## src/rtl/ysyx_25040105_mem_arb.sv

```systemverilog
// ysyx_25040105_mem_arb
// Shares the single pmem data port between the IFU (read-only fetch) and
// the LSU (load/store). Transactions are strictly serialised. An IDLE ->
// REQ -> WAIT -> RESP sequence runs per transaction, so at most one
// transaction is in flight.
//
// Parameters:
//   ADDR_W  address width
//   DATA_W  data width (multiple of 8)
//   RR_EN   1 = alternate on a tie, 0 = LSU always wins a tie
//
// Ports:
//   clk, rst                  rising-edge clock, async active-low reset
//   ifu_req_valid/ready       IFU request handshake (ready only in IDLE)
//   ifu_addr                  fetch address
//   ifu_rsp_valid, ifu_rdata  one-cycle fetch response, held data
//   lsu_req_valid/ready       LSU request handshake (ready only in IDLE)
//   lsu_addr, lsu_wen,
//   lsu_wdata, lsu_wmask      LSU request fields
//   lsu_rsp_valid, lsu_rdata  one-cycle LSU response (rdata 0 for stores)
//   mem_req_valid/ready       request handshake toward the memory wrapper
//   mem_addr, mem_wen,
//   mem_wdata, mem_wmask      latched request fields, stable while in flight
//   mem_rsp_valid, mem_rdata  memory response
//   busy                      arbiter is not idle

module ysyx_25040105_mem_arb #(
    parameter int unsigned ADDR_W = 32,
    parameter int unsigned DATA_W = 32,
    parameter bit          RR_EN  = 1'b1
) (
    input  logic                clk,
    input  logic                rst,

    input  logic                ifu_req_valid,
    output logic                ifu_req_ready,
    input  logic [ADDR_W-1:0]   ifu_addr,
    output logic                ifu_rsp_valid,
    output logic [DATA_W-1:0]   ifu_rdata,

    input  logic                lsu_req_valid,
    output logic                lsu_req_ready,
    input  logic [ADDR_W-1:0]   lsu_addr,
    input  logic                lsu_wen,
    input  logic [DATA_W-1:0]   lsu_wdata,
    input  logic [DATA_W/8-1:0] lsu_wmask,
    output logic                lsu_rsp_valid,
    output logic [DATA_W-1:0]   lsu_rdata,

    output logic                mem_req_valid,
    input  logic                mem_req_ready,
    output logic [ADDR_W-1:0]   mem_addr,
    output logic                mem_wen,
    output logic [DATA_W-1:0]   mem_wdata,
    output logic [DATA_W/8-1:0] mem_wmask,
    input  logic                mem_rsp_valid,
    input  logic [DATA_W-1:0]   mem_rdata,

    output logic                busy
);

    typedef enum logic [1:0] {
        S_IDLE = 2'd0,
        S_REQ  = 2'd1,
        S_WAIT = 2'd2,
        S_RESP = 2'd3
    } state_t;

    typedef enum logic {
        SRC_IFU = 1'b0,
        SRC_LSU = 1'b1
    } src_t;

    state_t state;
    src_t   last_grant;
    src_t   owner;

    logic   grant_ifu;
    logic   grant_lsu;

    // Grant is combinational so the winner sees ready in the same cycle.
    // It is held off during reset so no handshake completes while rst is low.
    always_comb begin
        grant_ifu = 1'b0;
        grant_lsu = 1'b0;
        if (rst && state == S_IDLE) begin
            if (ifu_req_valid && lsu_req_valid) begin
                if (RR_EN && last_grant == SRC_LSU) begin
                    grant_ifu = 1'b1;
                end else begin
                    grant_lsu = 1'b1;
                end
            end else begin
                grant_ifu = ifu_req_valid;
                grant_lsu = lsu_req_valid;
            end
        end
    end

    assign ifu_req_ready = grant_ifu;
    assign lsu_req_ready = grant_lsu;
    assign busy          = (state != S_IDLE);

    always_ff @(posedge clk or negedge rst) begin
        if (!rst) begin
            state         <= S_IDLE;
            last_grant    <= SRC_IFU;
            owner         <= SRC_IFU;
            mem_req_valid <= 1'b0;
            mem_addr      <= '0;
            mem_wen       <= 1'b0;
            mem_wdata     <= '0;
            mem_wmask     <= '0;
            ifu_rsp_valid <= 1'b0;
            ifu_rdata     <= '0;
            lsu_rsp_valid <= 1'b0;
            lsu_rdata     <= '0;
        end else begin
            case (state)
                S_IDLE: begin
                    if (grant_lsu) begin
                        owner         <= SRC_LSU;
                        last_grant    <= SRC_LSU;
                        mem_addr      <= lsu_addr;
                        mem_wen       <= lsu_wen;
                        mem_wdata     <= lsu_wdata;
                        mem_wmask     <= lsu_wmask;
                        mem_req_valid <= 1'b1;
                        state         <= S_REQ;
                    end else if (grant_ifu) begin
                        // Fetches are always plain reads with no write data.
                        owner         <= SRC_IFU;
                        last_grant    <= SRC_IFU;
                        mem_addr      <= ifu_addr;
                        mem_wen       <= 1'b0;
                        mem_wdata     <= '0;
                        mem_wmask     <= '0;
                        mem_req_valid <= 1'b1;
                        state         <= S_REQ;
                    end
                end

                S_REQ: begin
                    // Any mem_rsp_valid here is stray and deliberately ignored.
                    if (mem_req_ready) begin
                        mem_req_valid <= 1'b0;
                        state         <= S_WAIT;
                    end
                end

                S_WAIT: begin
                    if (mem_rsp_valid) begin
                        if (owner == SRC_LSU) begin
                            // A store completes with zero data, not bus residue.
                            lsu_rdata     <= mem_wen ? '0 : mem_rdata;
                            lsu_rsp_valid <= 1'b1;
                        end else begin
                            ifu_rdata     <= mem_rdata;
                            ifu_rsp_valid <= 1'b1;
                        end
                        state <= S_RESP;
                    end
                end

                S_RESP: begin
                    ifu_rsp_valid <= 1'b0;
                    lsu_rsp_valid <= 1'b0;
                    state         <= S_IDLE;
                end

                default: begin
                    state <= S_IDLE;
                end
            endcase
        end
    end

endmodule

```

## config.mk

```make
export PLATFORM = sky130hd
export DESIGN_NAME = ysyx_25040105_mem_arb
export DESIGN_NICKNAME = d
export VERILOG_FILES = /design/src/rtl/ysyx_25040105_mem_arb.sv
export SDC_FILE = /design/constraint.sdc
export NUM_CORES = 1
export LEC_CHECK = 0
export BUFFER_PORTS_ARGS = -buffer_cell sky130_fd_sc_hd__buf_2
export CORE_MARGIN = 3
export CORE_UTILIZATION = 46
export DETAILED_ROUTE_END_ITERATION = 12
export GPL_ROUTABILITY_DRIVEN = 0
export PLACE_DENSITY_LB_ADDON = 0.08
export SLEW_MARGIN = 0
export SYNTH_ARGS = -nofsm -noshare
export SYNTH_HDL_FRONTEND = slang
export SYNTH_SLANG_ARGS = --single-unit
```

## constraint.sdc

```tcl
create_clock -name clk -period 2 [get_ports clk]
set_input_delay 0.2 -clock clk [delete_from_list [all_inputs] [get_ports clk]]
set_output_delay 0.2 -clock clk [all_outputs]
set_load 0.05 [all_outputs]
```

Yosys cells after proc, flatten, opt, wreduce, memory -nomap -nowiden. Cells that the tools add are included.

Register bits after elaboration: 139. Input bits: 139. Output and inout bits: 139. Word-level logic and storage cells: 65.

Equality and inequality tests: 8. Multiplexer cells: 31. Bitwise gates (word level): 1. Reduce and logical (&&, ||, !) cells: 14.

Operator list (number): $mux 32 (5); $reduce_and 3->1 (6); $mux 1 (16); $mux 2 (4); $mux 4 (2); $ne 2x2->1 const B (4); $pmux 2 s4 (1); $reduce_bool 2->1 (4); $pmux 1 s2 (3); $eq 2x2->1 const B (2); $ne 3x3->1 const B (1); $eq 2x1->1 const B (1); $logic_and 1x1->1 (2); $logic_not 2->1 (1); $reduce_and 2->1 (1); $not 1->1 (1).

Depth between registers and ports, before layout. Gate-level depths: netlist of run 1.

Depth in word-level cells: 6. Depth in mapped cells: 8. Mapped depth without buffers: 5.

Worst setup path after synthesis of run 1. Ideal clock, no wire load.

Path kind: register to output. Start point: register state[0]. End point: output ifu_req_ready. Data arrival time: 1636 ps. Required time: 1800 ps. Setup slack: 164 ps. Stages on the path, launching flop included: 6. Buffers on the path: 1. Cells stage by stage: dfrtp_1 > inv_1 > ha_1 > buf_2 > nand3_1 > a21oi_1.

Word-level cells in the longest chain between the ends: 3.

RTL lines: start: declaration (line 74) `state_t state;`; start signal: assignment (line 106) `state <= S_IDLE;`; start signal: assignment (line 129) `state <= S_REQ;`; start signal: assignment (line 139) `state <= S_REQ;`; $logic_not 2->1 (line 86) `if (rst && state == S_IDLE) begin`; $logic_and 1x1->1 (line 86); $mux 1 (line 86); end: declaration (line 36) `output logic ifu_req_ready,`.

Every way passes these cells.

Final worst setup path of run 1. Same ends and word-level chain as after synthesis.

==> results.ini, run 1 <==
[run_status]
status=completed

[pwr]
cell_internal_pwr_uw=8200
power.leakage_uw=0.00423
power_frac_seq=0.290
net_load_switching_power_uw=8280
power-per-cell-area_nw_per_um2=1990
vdd_drop_max_mv=0.951
pwr-share-clk=0.196
report.power.total_uw=16500
netSwitchingFraction=0.502
pwr-share-comb=0.514

[critical_path]
crit_type=reg -> out
startpoint_types=register
r2r.worst_path.cells=5
sort_of_element_at_the_end_of_the_critical_path=output port
cpLargestDelayFamily=buffers and inverters
worst-path-max-fanout=8
cp_slowest_cell=dfrtp_1
critical_path_cell_count=5
cp.buffers_inverters=2
critPathRequiredTime_ps=1800
critPathMaxStageDelay_ps=400
path_cells=inv_1 > ha_4 > nand3_1 > a21oi_1 > buf_4
arrival_ps=1750

[synthesis]
ys_warns=0
synth-seq-area-share=0.602
mean_instance_size_in_the_synthesized_netlist_um2=11.2
synth_cells=517
post_synth_num_cell_types=30
synth-main-ff-cell=dfrtp_1
synth_async_sr_flop_share=1.00
synth-edff-count=0
netlist_top_cells_area=dfrtp_1, mux2_2, o21ai_0, a22o_1, a31oi_1
number_of_storage_elements_in_the_synthesis_netlist=139
yosysTopAreaCellShare=0.602
synth.cell_area_um2=5780
yosysTopAreaCell=dfrtp_1
synth.net_count=661

[final_layout]
area_growth_syn_to_layout_pct=43.3
fin_nets=956
final_cells=996
layout.core_utilization=0.681
drive_above_1_share=0.435

[global_route]
grt_overflow_total=0
grt_max_degree=138
grt_pass1_vias=5276
antenna_found_initial=3
wire_length_of_the_first_global_routing_pass_um=27400
track_usage=0.247

[detailed_routing]
viasPerCell=5.26
route.antenna.remaining_nets=0
detailroute.via_count=5235
drc=0
drt-wirelength-per-cell_um=17.2
detailedRoute.firstIterationViolations=464
drt_pre_antenna_iters=5
drt-total-wl_um=17200

[timing]
final.setup_skew_ps=9.84
worstMarginPinSlew_ps=778
final.setup.worst_slack_ps=50.6
timing.max_slew.rel_slack=0.481
layout_worst_path_cycle_share=0.975
timing.final.setup_violations=0
finalHoldViolations=0
report.final.slew_viol_count=0
period_minus_slack_ps=1950
fmax_ghz=0.513

[clocking]
cts_max_path_buffers=2
h_tree_depth=4
cts_tree=done
ctsRootBufferMaster=clkbuf_16
clkSlewWorstSetupHoldPaths_ps=60
clk-insertion-delay-late_ps=420
cts_buffers=17
cts.sinks=139

[die]
die_w_um=118
design.core.area_um2=12200
fp.dieArea_um2=13900
start_util=0.475
core.rowCount=40
num_io_pins=278
floorplan.die.height_um=118

[placement]
dpl.hpwl_um=11700
dp.cells=931
place_worst_setup_slack_ps=196
port_buffers=277

[job]
max-cap-violations=0

[min_path]
worst_hold_path_cells=2
min_path_type=in -> reg

## worst register-to-register path: stages (launching register included)
cell      delay, ps
dfrtp_1         400
inv_1           170
ha_1            360
nand3b_1        170
buf_12          200
mux2_2          320
## sequential cells by signal (all words and copies together), names as in the netlist, 2 cells and up
signal,flops
mem_wmask,4
lsu_rdata,32
mem_wdata,32
state,2
ifu_rdata,32
mem_addr,32
## worst paths after layout
| path | slack, ps | end | from |
|---|---|---|---|
| setup / recovery | 50 | ifu_req_ready | state[0] |
| hold / removal | 20 | mem_wdata[29] | lsu_wdata[29] |
| setup reg to reg | 250 | ifu_rdata[10] | state[0] |
| hold reg to reg | 470 | lsu_rdata[10] | lsu_rdata[10] |
| max in group asynchronous | 820 | ifu_rdata[3] | rst |
| min in group asynchronous | 190 | mem_addr[2] | rst |
## power by group through the flow
stage               combinational (uW)  sequential (uW)  clock, uW
floorplan                         2020             8980          0
global placement                  8270             4750          0
detailed placement                8430             4780          0
CTS                               8500             4770       3280
global route                      8900             4940       3410
finish                            8470             4780       3230
## metal layers
metal	vias up	GRT usage	routed length, um
li1	2423	-	-
met1	2525	0.300	6880
met2	260	0.406	8550
met3	27	0.0774	1350
met4	0	0.110	388
met5	-	0	0
## cells in the final DEF, fill, tap and decap left out, types with 2 or more instances in the layout
cell,instances
buf_2,274
dfrtp_1,139
o21ai_0,66
nand2_1,38
a22o_1,37
a21oi_1,34
nand2b_1,33
mux2_2,33
a31oi_1,33
nor2_1,33
dlygate4sd3_1,30
clkbuf_16,17
buf_4,8
inv_1,6
clkinvlp_4,6
buf_12,5
ha_1,4
diode_2,3
bufinv_16,3
nand3_1,2
a32oi_1,2
clkinv_4,2
clkinv_2,2
buf_6,2
## repair_timing
action,CTS,global route
hold buffers,30,0
setup endpoints to repair,2,2
endpoints found under the hold margin,31,0
resized for setup,4,2
buffers inserted,0,0
## synthesized netlist by cell type, types with 2 or more instances
master      n
a32oi_1     2
clkbuf_1   25
a31oi_1    33
a21oi_1    34
mux2_2     33
buf_6       3
o21ai_0    66
ha_1        5
dfrtp_1   139
buf_2      10
inv_1       6
nand2b_1   33
a22o_1     37
nand3_1     3
nor2_1     33
buf_4       4
nand2_1    38
## layout make-up
class	count	area [um^2]
flip-flops and latches	139	3480
fillers	951	3880
diodes	3	7.51
inverters	6	22.5
clock inverters	14	171
multi-input cells	329	2100
well taps	168	210
clock buffers	18	439
repair buffers	319	1850
## cells by family (layout without fill, tap and decap cells)
kind of cell             Yosys count  in the layout  share of synthesized area
other                              0              3                          0
AND/OR/NAND/NOR                  113            113                     0.0918
multiplexers                      34             34                     0.0660
flip-flops                       139            139                      0.602
buffers and inverters             49            357                     0.0405
adder cells (fa/ha/maj)            5              5                     0.0108
AO/OA/AOI/OAI                    177            177                      0.189
## per-stage QoR
step                      hold slack, ps  setup TNS (ps)  area [um^2]
final                               15.9               0         8280
after CTS                         0.0694               0         8270
after detailed placement            17.9               0         7340
after global routing                4.96           -3.60         8280
after global placement              18.8               0         7340
after floorplan                    -95.6               0         5780
(Power assumes the default switching activity.)
==> inputs of run 2 (changes only) <==
Settings changed: ABC_AREA from default to 1, CAP_MARGIN from default to 20, CORE_UTILIZATION 46 to 47.
==> run 2 against run 1 <==
Effect of this change:
- die area decreased by 0.25%
- synthesized cell count increased by 39%
- core utilization increased by 2.9 points
- cell area is 3.8% higher
- sequential cell count unchanged
- clock-buffer cell count rose by 2
- global-route usage up 0.10 points
- sequential share of layout area fell by 1.5 points
- via count up 9.9%
- critical path depth unchanged
- highest routed layer is now met5
==> results.ini, run 2 <==
[run_status]
status=completed

[final_layout]
antenna-diode-count=0
area_growth_syn_to_layout_pct=46.0
layout.core_utilization=0.710
drive_above_1_share=0.329
mostFrequentLayoutCells=nand2_1, buf_2, dfrtp_1, o21ai_0, inv_1
fin_nets=1178
layout_commonest_cell=nand2_1
post-route-cell-area_um2=8600

[min_path]
min_path_type=in -> reg
worst_hold_path_cells=3
min-delay-start=mem_rdata[11]
hold_end=lsu_rdata[11]

[synthesis]
synth-seq-area-share=0.591
ys_warns=0
synth.net_count=863
synth_async_sr_flop_share=1.00
netlist_top_cells_area=dfrtp_1, nand2_1, o21ai_0, nand3_1, inv_1
synth-main-ff-cell=dfrtp_1
synth_cells=719
synth.cell_area_um2=5890
number_of_storage_elements_in_the_synthesis_netlist=139
synth-edff-count=0
yosysTopAreaCellShare=0.591
netlist_top_cells_count=nand2_1, dfrtp_1, o21ai_0, inv_1, nand3_1
yosysTopAreaCell=dfrtp_1
synth_most_common_cell=nand2_1
post_synth_num_cell_types=17
mean_instance_size_in_the_synthesized_netlist_um2=8.19

[critical_path]
crit_type=in -> out
worst-path-max-fanout=28
reg2reg_setup_slack_ps=220
critPathMaxStageDelay_ps=580
timing.rr.start=state[0]
arrival_ps=1700
path_cells=dlygate4sd3_1 > buf_6 > nand3_2 > nor2_4 > buf_4
r2r.worst_path.cells=8
cpLargestDelayFamily=buffers and inverters
sort_of_element_at_the_end_of_the_critical_path=output port
cp_slowest_cell=dlygate4sd3_1
critPathRequiredTime_ps=1800
startpoint_types=input port
r2r_end=mem_wdata[27]
cp.buffers_inverters=3

[clocking]
ctsRootBufferMaster=clkbuf_16
h_tree_depth=4
cts_buffers=17
cts.sinks=139
cts_tree=done
cts_max_path_buffers=2
clk-insertion-delay-late_ps=410
clkSlewWorstSetupHoldPaths_ps=60

[placement]
port_buffers=277
dpl.hpwl_um=11600
place_area_um2=7530

[timing]
worstMarginPinSlew_ps=603
fmax_ghz=0.525
holdWs_ps=23.6
layout_worst_path_cycle_share=0.952
final.setup_skew_ps=4.47
total_negative_setup_slacks_ps=0
report.final.slew_viol_count=0
finalHoldViolations=0
timing.final.setup_violations=0
period_minus_slack_ps=1900
timing.max_slew.rel_slack=0.598
rsz0062_at_grt=no

[pwr]
vdd_drop_max_mv=1.09
power.leakage_uw=0.00509
power-per-cell-area_nw_per_um2=1860

[global_route]
track_usage=0.248
antenna_found_initial=1
grt_overflow_total=0
grt_pass1_vias=5550
wire_length_of_the_first_global_routing_pass_um=27900
grt_max_degree=116

[detailed_routing]
viasPerCell=4.73
detailedRoute.firstIterationViolations=401
route.antenna.remaining_nets=0
detailroute.via_count=5752
drt-wirelength-per-cell_um=14.2
drt-total-wl_um=17300
drc=0
drt_pre_antenna_iters=4

[die]
design.core.area_um2=12100
num_io_pins=278
core.rowCount=40
die_w_um=118
floorplan.die.height_um=118
fp.dieArea_um2=13900
start_util=0.486

[job]
max-cap-violations=0

[run 2: what timing repair did]
item                                    CTS  global route
buffers inserted                          1             2
pin swaps                                 1             0
hold endpoints to repair                 60             0
resized for setup                         4             6
gates cloned                              0             0
hold buffers                             37             0
endpoints found under the setup margin    2            30
[run 2: kinds of logic after synthesis]
family                   count (synthesis)  synth area share
AO/OA/AOI/OAI                           70            0.0595
adder cells (fa/ha/maj)                  5            0.0106
buffers and inverters                   81            0.0576
flip-flops                             139             0.591
AND/OR/NAND/NOR                        424             0.282
[run 2: how the worst max path moves through the flow]
stage,from,end,slack [ps],cells after the start
5_1_grt,rst,lsu_req_ready,10,5
6_report,rst,lsu_req_ready,100,5
2_1_floorplan,state[0],ifu_req_ready,180,4
3_3_place_gp,state[0],mem_wdata[1],280,7
3_5_place_dp,state[0],mem_wdata[12],210,7
4_1_cts,state[0],ifu_req_ready,10,6
[run 2: report_power, final]
| group | switching, uW | internal, uW | total [uW] |
|---|---|---|---|
| logic | 6240 | 1840 | 8080 |
| registers | 580 | 3960 | 4540 |
| clock network | 1160 | 2170 | 3330 |
[run 2: layout make-up]
cell class / instances / area [um^2]
flip-flops and latches: 139 / 3480
clock buffers: 20 / 467
inverters: 42 / 158
well taps: 168 / 210
fillers: 1014 / 3510
clock inverters: 12 / 169
multi-input cells: 499 / 2110
repair buffers: 335 / 2000
[run 2: routing by layer]
metal	share of wire	track usage	vias to the layer above	wire [um]
met3	0.078	0.0860	32	1340
li1	-	-	2852	-
met4	0.022	0.0791	2	388
met1	0.43	0.313	2637	7360
met5	0.00064	0	-	11
met2	0.47	0.404	229	8170
[run 2: worst reg2reg max path, delay by kind of cell (launching register included)]
| kind | cells | cell delay, ps |
|---|---|---|
| buffers and inverters | 3 | 630 |
| adder cells (fa/ha/maj) | 1 | 150 |
| flip-flops | 1 | 420 |
| AND/OR/NAND/NOR | 4 | 530 |
[run 2: per-stage QoR]
stage / instances / worst slack [ps] / power (uW)
floorplan: 719 / 177 / 10300
global placement: 1143 / 284 / 12400
detailed placement: 1143 / 213 / 12500
CTS: 1213 / 11.5 / 16000
global route: 1215 / 11.7 / 16800
finish: 1215 / 96.7 / 16000
